==> src/rtl/id_stage_hz.sv <==
// Decode stage with register file, immediate extension, opcode decoder, RAW/load-use hazard
// detection and an ID/EX pipeline register with freeze, flush and bubble insertion.
module id_stage_hz #(
  parameter int unsigned DATA_W  = 32,
  parameter int unsigned REG_CNT = 32,
  parameter int unsigned IMM_W   = 16,
  parameter bit          FWD_EN  = 1'b1,
  localparam int unsigned RA_W   = $clog2(REG_CNT)
) (
  input  logic              clk,
  input  logic              rst,
  input  logic              flush,
  input  logic              freeze,
  input  logic [31:0]       instruction,
  input  logic [DATA_W-1:0] pc_in,
  input  logic              wb_en_wb,
  input  logic [RA_W-1:0]   dest_wb,
  input  logic [DATA_W-1:0] result_wb,
  input  logic              exe_wb_en,
  input  logic              exe_mem_rd,
  input  logic [RA_W-1:0]   exe_dest,
  input  logic              mem_wb_en,
  input  logic [RA_W-1:0]   mem_dest,
  output logic              hazard_stall,
  output logic [DATA_W-1:0] val1,
  output logic [DATA_W-1:0] val2,
  output logic [DATA_W-1:0] reg2_out,
  output logic [DATA_W-1:0] pc_out,
  output logic [RA_W-1:0]   dest_out,
  output logic [RA_W-1:0]   src1_out,
  output logic [RA_W-1:0]   src2_out,
  output logic              wb_en_out,
  output logic [1:0]        mem_sig_out,
  output logic [1:0]        br_type_out,
  output logic [3:0]        exe_cmd_out
);

  localparam logic [5:0] OpAdd  = 6'b000001;
  localparam logic [5:0] OpSub  = 6'b000011;
  localparam logic [5:0] OpAnd  = 6'b000101;
  localparam logic [5:0] OpOr   = 6'b000110;
  localparam logic [5:0] OpNor  = 6'b000111;
  localparam logic [5:0] OpXor  = 6'b001000;
  localparam logic [5:0] OpSla  = 6'b001001;
  localparam logic [5:0] OpSll  = 6'b001010;
  localparam logic [5:0] OpSra  = 6'b001011;
  localparam logic [5:0] OpSrl  = 6'b001100;
  localparam logic [5:0] OpAddi = 6'b100000;
  localparam logic [5:0] OpSubi = 6'b100001;
  localparam logic [5:0] OpLd   = 6'b100100;
  localparam logic [5:0] OpSt   = 6'b100101;
  localparam logic [5:0] OpBez  = 6'b101000;
  localparam logic [5:0] OpBne  = 6'b101001;
  localparam logic [5:0] OpJmp  = 6'b101010;

  typedef struct packed {
    logic       wb;
    logic [1:0] mem;
    logic [1:0] br;
    logic [3:0] cmd;
    logic       is_imm;
    logic       use_src1;
    logic       use_src2;
  } ctrl_t;

  typedef struct packed {
    logic [DATA_W-1:0] val1;
    logic [DATA_W-1:0] val2;
    logic [DATA_W-1:0] reg2;
    logic [DATA_W-1:0] pc;
    logic [RA_W-1:0]   dest;
    logic [RA_W-1:0]   src1;
    logic [RA_W-1:0]   src2;
    logic              wb;
    logic [1:0]        mem;
    logic [1:0]        br;
    logic [3:0]        cmd;
  } idex_t;

  logic [5:0]        op;
  logic [RA_W-1:0]   rs;
  logic [RA_W-1:0]   rt;
  logic [RA_W-1:0]   rd;
  logic [IMM_W-1:0]  imm;
  logic [DATA_W-1:0] imm_ext;

  assign op      = instruction[31:26];
  assign rs      = instruction[21 +: RA_W];
  assign rt      = instruction[16 +: RA_W];
  assign rd      = instruction[11 +: RA_W];
  assign imm     = instruction[IMM_W-1:0];
  assign imm_ext = {{(DATA_W-IMM_W){imm[IMM_W-1]}}, imm};

  // Opcode decoder; anything unlisted behaves as NOP and uses no sources.
  ctrl_t ctrl;

  always_comb begin
    ctrl          = '0;
    ctrl.use_src1 = 1'b1;
    case (op)
      OpAdd:  begin ctrl.wb = 1'b1; ctrl.cmd = 4'b0000; ctrl.use_src2 = 1'b1; end
      OpSub:  begin ctrl.wb = 1'b1; ctrl.cmd = 4'b0010; ctrl.use_src2 = 1'b1; end
      OpAnd:  begin ctrl.wb = 1'b1; ctrl.cmd = 4'b0100; ctrl.use_src2 = 1'b1; end
      OpOr:   begin ctrl.wb = 1'b1; ctrl.cmd = 4'b0101; ctrl.use_src2 = 1'b1; end
      OpNor:  begin ctrl.wb = 1'b1; ctrl.cmd = 4'b0110; ctrl.use_src2 = 1'b1; end
      OpXor:  begin ctrl.wb = 1'b1; ctrl.cmd = 4'b0111; ctrl.use_src2 = 1'b1; end
      OpSla,
      OpSll:  begin ctrl.wb = 1'b1; ctrl.cmd = 4'b1000; ctrl.use_src2 = 1'b1; end
      OpSra:  begin ctrl.wb = 1'b1; ctrl.cmd = 4'b1001; ctrl.use_src2 = 1'b1; end
      OpSrl:  begin ctrl.wb = 1'b1; ctrl.cmd = 4'b1010; ctrl.use_src2 = 1'b1; end
      OpAddi: begin ctrl.wb = 1'b1; ctrl.cmd = 4'b0000; ctrl.is_imm = 1'b1; end
      OpSubi: begin ctrl.wb = 1'b1; ctrl.cmd = 4'b0010; ctrl.is_imm = 1'b1; end
      OpLd: begin
        ctrl.wb     = 1'b1;
        ctrl.mem    = 2'b10;
        ctrl.is_imm = 1'b1;
      end
      OpSt: begin
        ctrl.mem      = 2'b01;
        ctrl.is_imm   = 1'b1;
        ctrl.use_src2 = 1'b1;
      end
      OpBez:  begin ctrl.br = 2'b01; ctrl.is_imm = 1'b1; end
      OpBne:  begin ctrl.br = 2'b10; ctrl.is_imm = 1'b1; ctrl.use_src2 = 1'b1; end
      OpJmp:  begin ctrl.br = 2'b11; ctrl.is_imm = 1'b1; ctrl.use_src1 = 1'b0; end
      default: ctrl.use_src1 = 1'b0;
    endcase
  end

  // Register file; entry 0 is never written so it stays zero.
  logic [DATA_W-1:0] rf_q [REG_CNT];
  logic              rf_we;

  assign rf_we = wb_en_wb && (dest_wb != '0);

  always_ff @(posedge clk or posedge rst) begin
    if (rst) begin
      for (int unsigned i = 0; i < REG_CNT; i++) begin
        rf_q[i] <= '0;
      end
    end else if (rf_we) begin
      rf_q[dest_wb] <= result_wb;
    end
  end

  logic [DATA_W-1:0] rs_data;
  logic [DATA_W-1:0] rt_data;

  // Write-through so an instruction decoded alongside its producer's writeback sees the new value.
  always_comb begin
    rs_data = rf_q[rs];
    if (rs == '0) begin
      rs_data = '0;
    end else if (rf_we && (dest_wb == rs)) begin
      rs_data = result_wb;
    end
  end

  always_comb begin
    rt_data = rf_q[rt];
    if (rt == '0) begin
      rt_data = '0;
    end else if (rf_we && (dest_wb == rt)) begin
      rt_data = result_wb;
    end
  end

  // With forwarding only an in-flight load in EX is unresolvable; without it any producer
  // in EX or MEM blocks the instruction.
  logic exe_blocks;
  logic mem_blocks;
  logic rs_hit;
  logic rt_hit;

  assign exe_blocks = FWD_EN ? (exe_wb_en && exe_mem_rd) : exe_wb_en;
  assign mem_blocks = FWD_EN ? 1'b0 : mem_wb_en;

  assign rs_hit = ctrl.use_src1 && (rs != '0) &&
                  ((exe_blocks && (exe_dest == rs)) || (mem_blocks && (mem_dest == rs)));
  assign rt_hit = ctrl.use_src2 && (rt != '0) &&
                  ((exe_blocks && (exe_dest == rt)) || (mem_blocks && (mem_dest == rt)));

  assign hazard_stall = (rs_hit || rt_hit) && !flush;

  // ID/EX pipeline register.
  idex_t idex_q;
  idex_t idex_d;
  idex_t idex_dec;

  always_comb begin
    idex_dec      = '0;
    idex_dec.val1 = rs_data;
    idex_dec.val2 = ctrl.is_imm ? imm_ext : rt_data;
    idex_dec.reg2 = rt_data;
    idex_dec.pc   = pc_in;
    idex_dec.dest = ctrl.is_imm ? rt : rd;
    idex_dec.src1 = rs;
    idex_dec.src2 = rt;
    idex_dec.wb   = ctrl.wb;
    idex_dec.mem  = ctrl.mem;
    idex_dec.br   = ctrl.br;
    idex_dec.cmd  = ctrl.cmd;
  end

  always_comb begin
    idex_d = idex_q;
    if (!freeze) begin
      if (flush || hazard_stall) begin
        idex_d = '0;
      end else begin
        idex_d = idex_dec;
      end
    end
  end

  always_ff @(posedge clk or posedge rst) begin
    if (rst) begin
      idex_q <= '0;
    end else begin
      idex_q <= idex_d;
    end
  end

  assign val1        = idex_q.val1;
  assign val2        = idex_q.val2;
  assign reg2_out    = idex_q.reg2;
  assign pc_out      = idex_q.pc;
  assign dest_out    = idex_q.dest;
  assign src1_out    = idex_q.src1;
  assign src2_out    = idex_q.src2;
  assign wb_en_out   = idex_q.wb;
  assign mem_sig_out = idex_q.mem;
  assign br_type_out = idex_q.br;
  assign exe_cmd_out = idex_q.cmd;

endmodule

==> config.mk <==
export PLATFORM = sky130hd
export DESIGN_NAME = id_stage_hz
export DESIGN_NICKNAME = d
export VERILOG_FILES = /design/src/rtl/id_stage_hz.sv
export SDC_FILE = /design/constraint.sdc
export NUM_CORES = 2
export LEC_CHECK = 0
export BUFFER_PORTS_ARGS = -buffer_cell sky130_fd_sc_hd__buf_2
export CAP_MARGIN = 30
export CELL_PAD_IN_SITES_DETAIL_PLACEMENT = 2
export CELL_PAD_IN_SITES_GLOBAL_PLACEMENT = 2
export CORE_MARGIN = 10
export CORE_UTILIZATION = 35
export CTS_CLUSTER_DIAMETER = 200
export DETAILED_ROUTE_END_ITERATION = 10
export GPL_TIMING_DRIVEN = 0
export PLACE_DENSITY_LB_ADDON = 0.3
export SLEW_MARGIN = 20
export SYNTH_ARGS = -nofsm -noshare
export SYNTH_HDL_FRONTEND = slang
export SYNTH_SLANG_ARGS = --single-unit
==> constraint.sdc <==
create_clock -name clk -period 77.2 [get_ports clk]
set_input_delay 11.58 -clock clk [delete_from_list [all_inputs] [get_ports clk]]
set_output_delay 11.58 -clock clk [all_outputs]
set_load 0.1 [all_outputs]
-- After elaboration in Yosys (flattened, before gate mapping)
Index checks and enable logic that the tools add are counted.
- order comparisons: 4
- equality and inequality tests: 21
- muxes and demuxes: 23
- bitwise operators: 3
- reduce and logical (&&, ||, !) cells: 26
- operator list (operator ; number):
    $bwmux 1024 ; 1
    $bmux 32 s5 ; 2
    $mux 32 ; 10
    $demux 32 s5 ; 1
    $mux 152 ; 1
    $eq 6x6->1 const B ; 7
    $pmux 4 s8 ; 1
    $eq 6x4->1 const B ; 5
    $eq 5x5->1 ; 4
    $eq 6x3->1 const B ; 3
    $ge 6x6->1 const B ; 3
    $not 5->6 ; 3
    $reduce_or 16->1 ; 1
    $reduce_bool 5->1 ; 3
    $reduce_or 13->1 ; 1
    $logic_and 1x1->1 ; 12
    $reduce_or 12->1 ; 1
    $logic_not 5->1 ; 2
    $reduce_or 7->1 ; 1
    $eq 6x1->1 const B ; 1
    $eq 6x2->1 const B ; 1
    $lt 6x1->1 const B ; 1
    $pmux 2 s3 ; 1
    $mux 5 ; 1
    other kinds (5) ; 10
- register bits after elaboration: 1176
- bits of input ports: 119
- output and inout port bits: 153

-- Logic depth before layout (Yosys ltp)
- word-level depth: 9
- mapped depth: 11
- gate-level depth less buffers: 6

-- Least setup slack after synthesis
No wires, ideal clock.
- kind: input port to output port
- from: input port instruction[26]
- to: output port hazard_stall
- arrival time: 13748 ps
- required time: 65620 ps
- slack: 51872 ps
- stages: 6
- path buffers: 1
- path through: buf_2 > o311ai_0 > o21ai_1 > nor4_1 > nor2_1 > nor2_1
- longest elaborated chain between the ends: 7
- elaborated cells between the ends (all ways): 26
- ends and longest elaborated chain (item ; line ; RTL):
    from (decl) ; 14 ; input logic [31:0] instruction,
    $eq 6x6->1 (tied with other cells) ; 100 ; case (op)
    $reduce_or 16->1 (no source line) / $reduce_or 12->1 (equally long branches) ; n/a ;
    $mux 1 ; 100 ;
    $logic_and 1x1->1, on equally long branches (2 in a row) ; 178, 180 ;
    $logic_or 1x1->1 (*) ; 183 ; assign hazard_stall = (rs_hit || rt_hit) && !flush;
    $logic_and 1x1->1 (*) ; 183 ;
    to (decl) ; 24 ; output logic hazard_stall,
Every way passes the cells marked *; elsewhere a longest branch is shown, timed or not.

-- Worst setup path after layout
- from: input port instruction[22]
- to: output port hazard_stall
- longest elaborated chain between the ends: 5
- elaborated cells between the ends (all ways): 7
- ends and longest elaborated chain (item ; line ; RTL):
    $eq 5x5->1 / $reduce_bool 5->1 (equally long branches) ; 179, 178 ;
    $logic_and 1x1->1, on equally long branches ; 179, 178 ;
    $logic_and 1x1->1 (*) ; 178 ; assign rs_hit = ctrl.use_src1 && (rs != '0) &&
    $logic_or 1x1->1 (*) ; 183 ;
    $logic_and 1x1->1 (*) ; 183 ;
Marked as above.

==> summary.txt <==
final instance count without filler cells -> 7312
number of vias in the routed layout -> 47140
PD cells -> 27.48 mW/mm^2
end-of-flow core utilization -> 0.4148
combinational power share -> 0.228
Largest delay share family, worst path -> buffers and inverters
number of violations reported at the end of detailed-routing iteration 0 -> 5765
worst clock skew -> 0.02369 ns
sequential share of power -> 0.418
net switching fraction of the power -> 0.3235
leading register cell type out of synthesis -> dfrtp_1
CP max stage delay -> 0.48 ns
clock buffers created by TritonCTS -> 138
half-perimeter wire length of the detailed placement result -> 220.3 mm
share of post-route cells with drive strength above 1 -> 0.4293
Ports -> 272
static leakage power -> 31.84 nW
cell with the largest stage delay on the worst path -> buf_2
EDFF count, synth -> 0
maximum fanout encountered on the critical timing path -> 10
synthesized flop and latch total -> 1176
data arrival time of the worst path -> 13.56 ns
post-CTS resize count -> 0
Seq/Total Area, Yosys -> 0.4856
# rows -> 152
average wire length per cell after detail routing -> 41.76 um
outcome -> finished, final reports clean
Overflow after GRT -> 0
number of maximum-capacitance violations -> 0
quantity of I/O buffers inserted on ports -> 257
Peak VDD IR -> 0.02790 mV
async set-reset flop share out of synthesis -> 1.000
fmax -> 39.78 MHz
die extent in x -> 436.1 um
most common cell after layout, fill and taps aside -> dfrtp_1
endpoint kind of the worst setup timing path -> output pin
layout overhead on the synthesized area -> 17.70%
Worst Max-Slew Pin Slew -> 1.182 ns
chain of cells forming the critical path -> buf_2 > buf_2 > xnor2_1 > nand3_1 > nor4_1 > nor2_1 > nor2_1 > buf_2
count of different cell masters after synthesis -> 57
TritonCTS clock tree -> built
clock sink count -> 1176
total die area -> 0.1902 mm^2
Setup Total Neg Slack -> 0 ns
clock slew at reported path FFs -> 0.05 ns
Via-to-Cell Ratio -> 6.447
buffer count from post-CTS setup fixing -> 0
count of final hold-check violations -> 0
Setup Viol. Count Final -> 0
final weighted congestion in routability-driven placement -> 0.9481
required time worst endpoint -> 65.62 ns
post-placement cell count -> 7054
post-synth net total -> 4503
Buf+Inv Stages, Crit Path -> 3
crit-path most repeated cell -> buf_2
final non-filler cell area -> 0.07132 mm^2
final max-slew violation count -> 0
Vert. Die Dim -> 436.1 um
buffer depth of the longest clock path -> 3
number of global-route vias before repair -> 49690
number of warnings reported in the yosys synthesis log -> 0
clk_lat worst skew -> 0.83 ns
most frequent cells in the layout -> dfrtp_1, mux2_2, buf_2
wire length of the first global-routing pass -> 418.8 mm
mean post-synth cell area -> 13.82 um^2
Residual DRC -> 0
Switch Pwr -> 0.0006341 W
CP Launch Type -> input pin
Post-Synthesis Cell Area -> 0.06060 mm^2
number of routed nets with antenna violations -> 0
number of antenna violations at the first check in global routing -> 28
unrepaired setup endpoints after global routing -> no
initial core utilization -> 0.3525
cell count after synthesis -> 4384
class of the tightest hold or removal check -> flop to flop
number of nets in the layout -> 5007
share of the cycle needed by the critical path after routing -> 0.3256
sum of routed wire length over all layers -> 305.3 mm
gr usage total -> 0.3117
leading area contributor after synthesis -> dfrtp_1
placed cell area -> 0.06657 mm^2
clock root buffer -> clkbuf_16
maximum number of pins on one net before global-route repair -> 100
cells taking the most area after synthesis -> dfrtp_1, mux2_2, mux4_2, mux2i_1, a22oi_1
relative contribution of the clock network to total power -> 0.355
maximum level of the CTS H-tree -> 4
hold buffer count at cts -> 0
internal cell power -> 0.001326 W
headroom to the max-slew limit -> 0.2037
post-layout min period -> 25.14 ns
crit path kind -> input pin to output pin
number of iterations in the first detailed-routing pass -> 8
share of the synthesized area in the top cell type -> 0.4856
core footprint -> 0.1719 mm^2
[metal layers]
layer / track usage / part of all wire
met5: 0 / 0.00073
met4: 0.1843 / 0.069
met3: 0.1069 / 0.11
met2: 0.4587 / 0.43
met1: 0.3955 / 0.39
[flip-flops by register name, indices dropped and copies added (netlist names)]
register,count
reg2_out,32
dest_out,5
br_type_out,2
pc_out,32
val1,32
src2_out,5
val2,32
wb_en_out,1
src1_out,5
rf_q,1024
exe_cmd_out,4
mem_sig_out,2
[power by group through the flow]
stage	Sequential (W)	Combinational [W]	Clock [W]
final	0.000818	0.000446	0.000696
after global routing	0.000829	0.000464	0.000726
after CTS	0.000813	0.000439	0.000700
after detailed placement	0.000822	0.000435	0
after global placement	0.000814	0.000415	0
after floorplan	0.000850	0.000250	0
[cell type report]
cell class	instances	area (um^2)
clock buffer	195	3979
fill	16930	100600
sequential	1176	29430
inverter	3	18.77
clock inverter	44	694.4
multi-input combinational	2722	29240
timing repair buffer	364	2938
buffer	483	2092
tap	2310	2890
antenna	15	37.54
[per-stage QoR]
stage / setup WS, ns / hold WS, ns / power, W
2_1_floorplan: 32.49 / 0.4413 / 0.001099
3_3_place_gp: 17.23 / 0.4576 / 0.001229
3_5_place_dp: 52.13 / 0.4715 / 0.001257
4_1_cts: 52.12 / 0.4847 / 0.001952
5_1_grt: 51.90 / 0.5027 / 0.002020
6_report: 52.06 / 0.4828 / 0.001960
[cells by family after synthesis]
kind of cell / after synthesis / synth area share
simple gates: 392 / 0.03124
compound gates: 582 / 0.06775
buf+inv: 486 / 0.03287
xor+xnor: 22 / 0.003180
mux: 1726 / 0.3793
flops: 1176 / 0.4856
[cells in the mapped netlist, drive strengths merged (17+ instances only)]
| master | number |
|---|---|
| nand4 | 34 |
| a22oi | 246 |
| o21ai | 94 |
| nand3 | 74 |
| buf | 186 |
| mux4 | 357 |
| nor2 | 36 |
| o211ai | 18 |
| dfrtp | 1176 |
| a21oi | 53 |
| a221o | 19 |
| clkbuf | 297 |
| a22o | 47 |
| mux2 | 993 |
| mux2i | 376 |
| nand2 | 163 |
| xnor2 | 17 |
| o22ai | 52 |
[worst paths after layout]
kind	cells past startpoint	start	end	slack [ns]
max	8	instruction[22]	hazard_stall	52.06
min	1	rf_q[1009]	rf_q[1009]	0.48
max reg2reg	5	rf_q[300]	val1[12]	74.69
min reg2reg	1	rf_q[1009]	rf_q[1009]	0.48
max in group asynchronous	5	rst	pc_out[28]	64.42
min in group asynchronous	2	rst	rf_q[786]	10.85
Note: power is estimated with default switching activity, not from simulation.
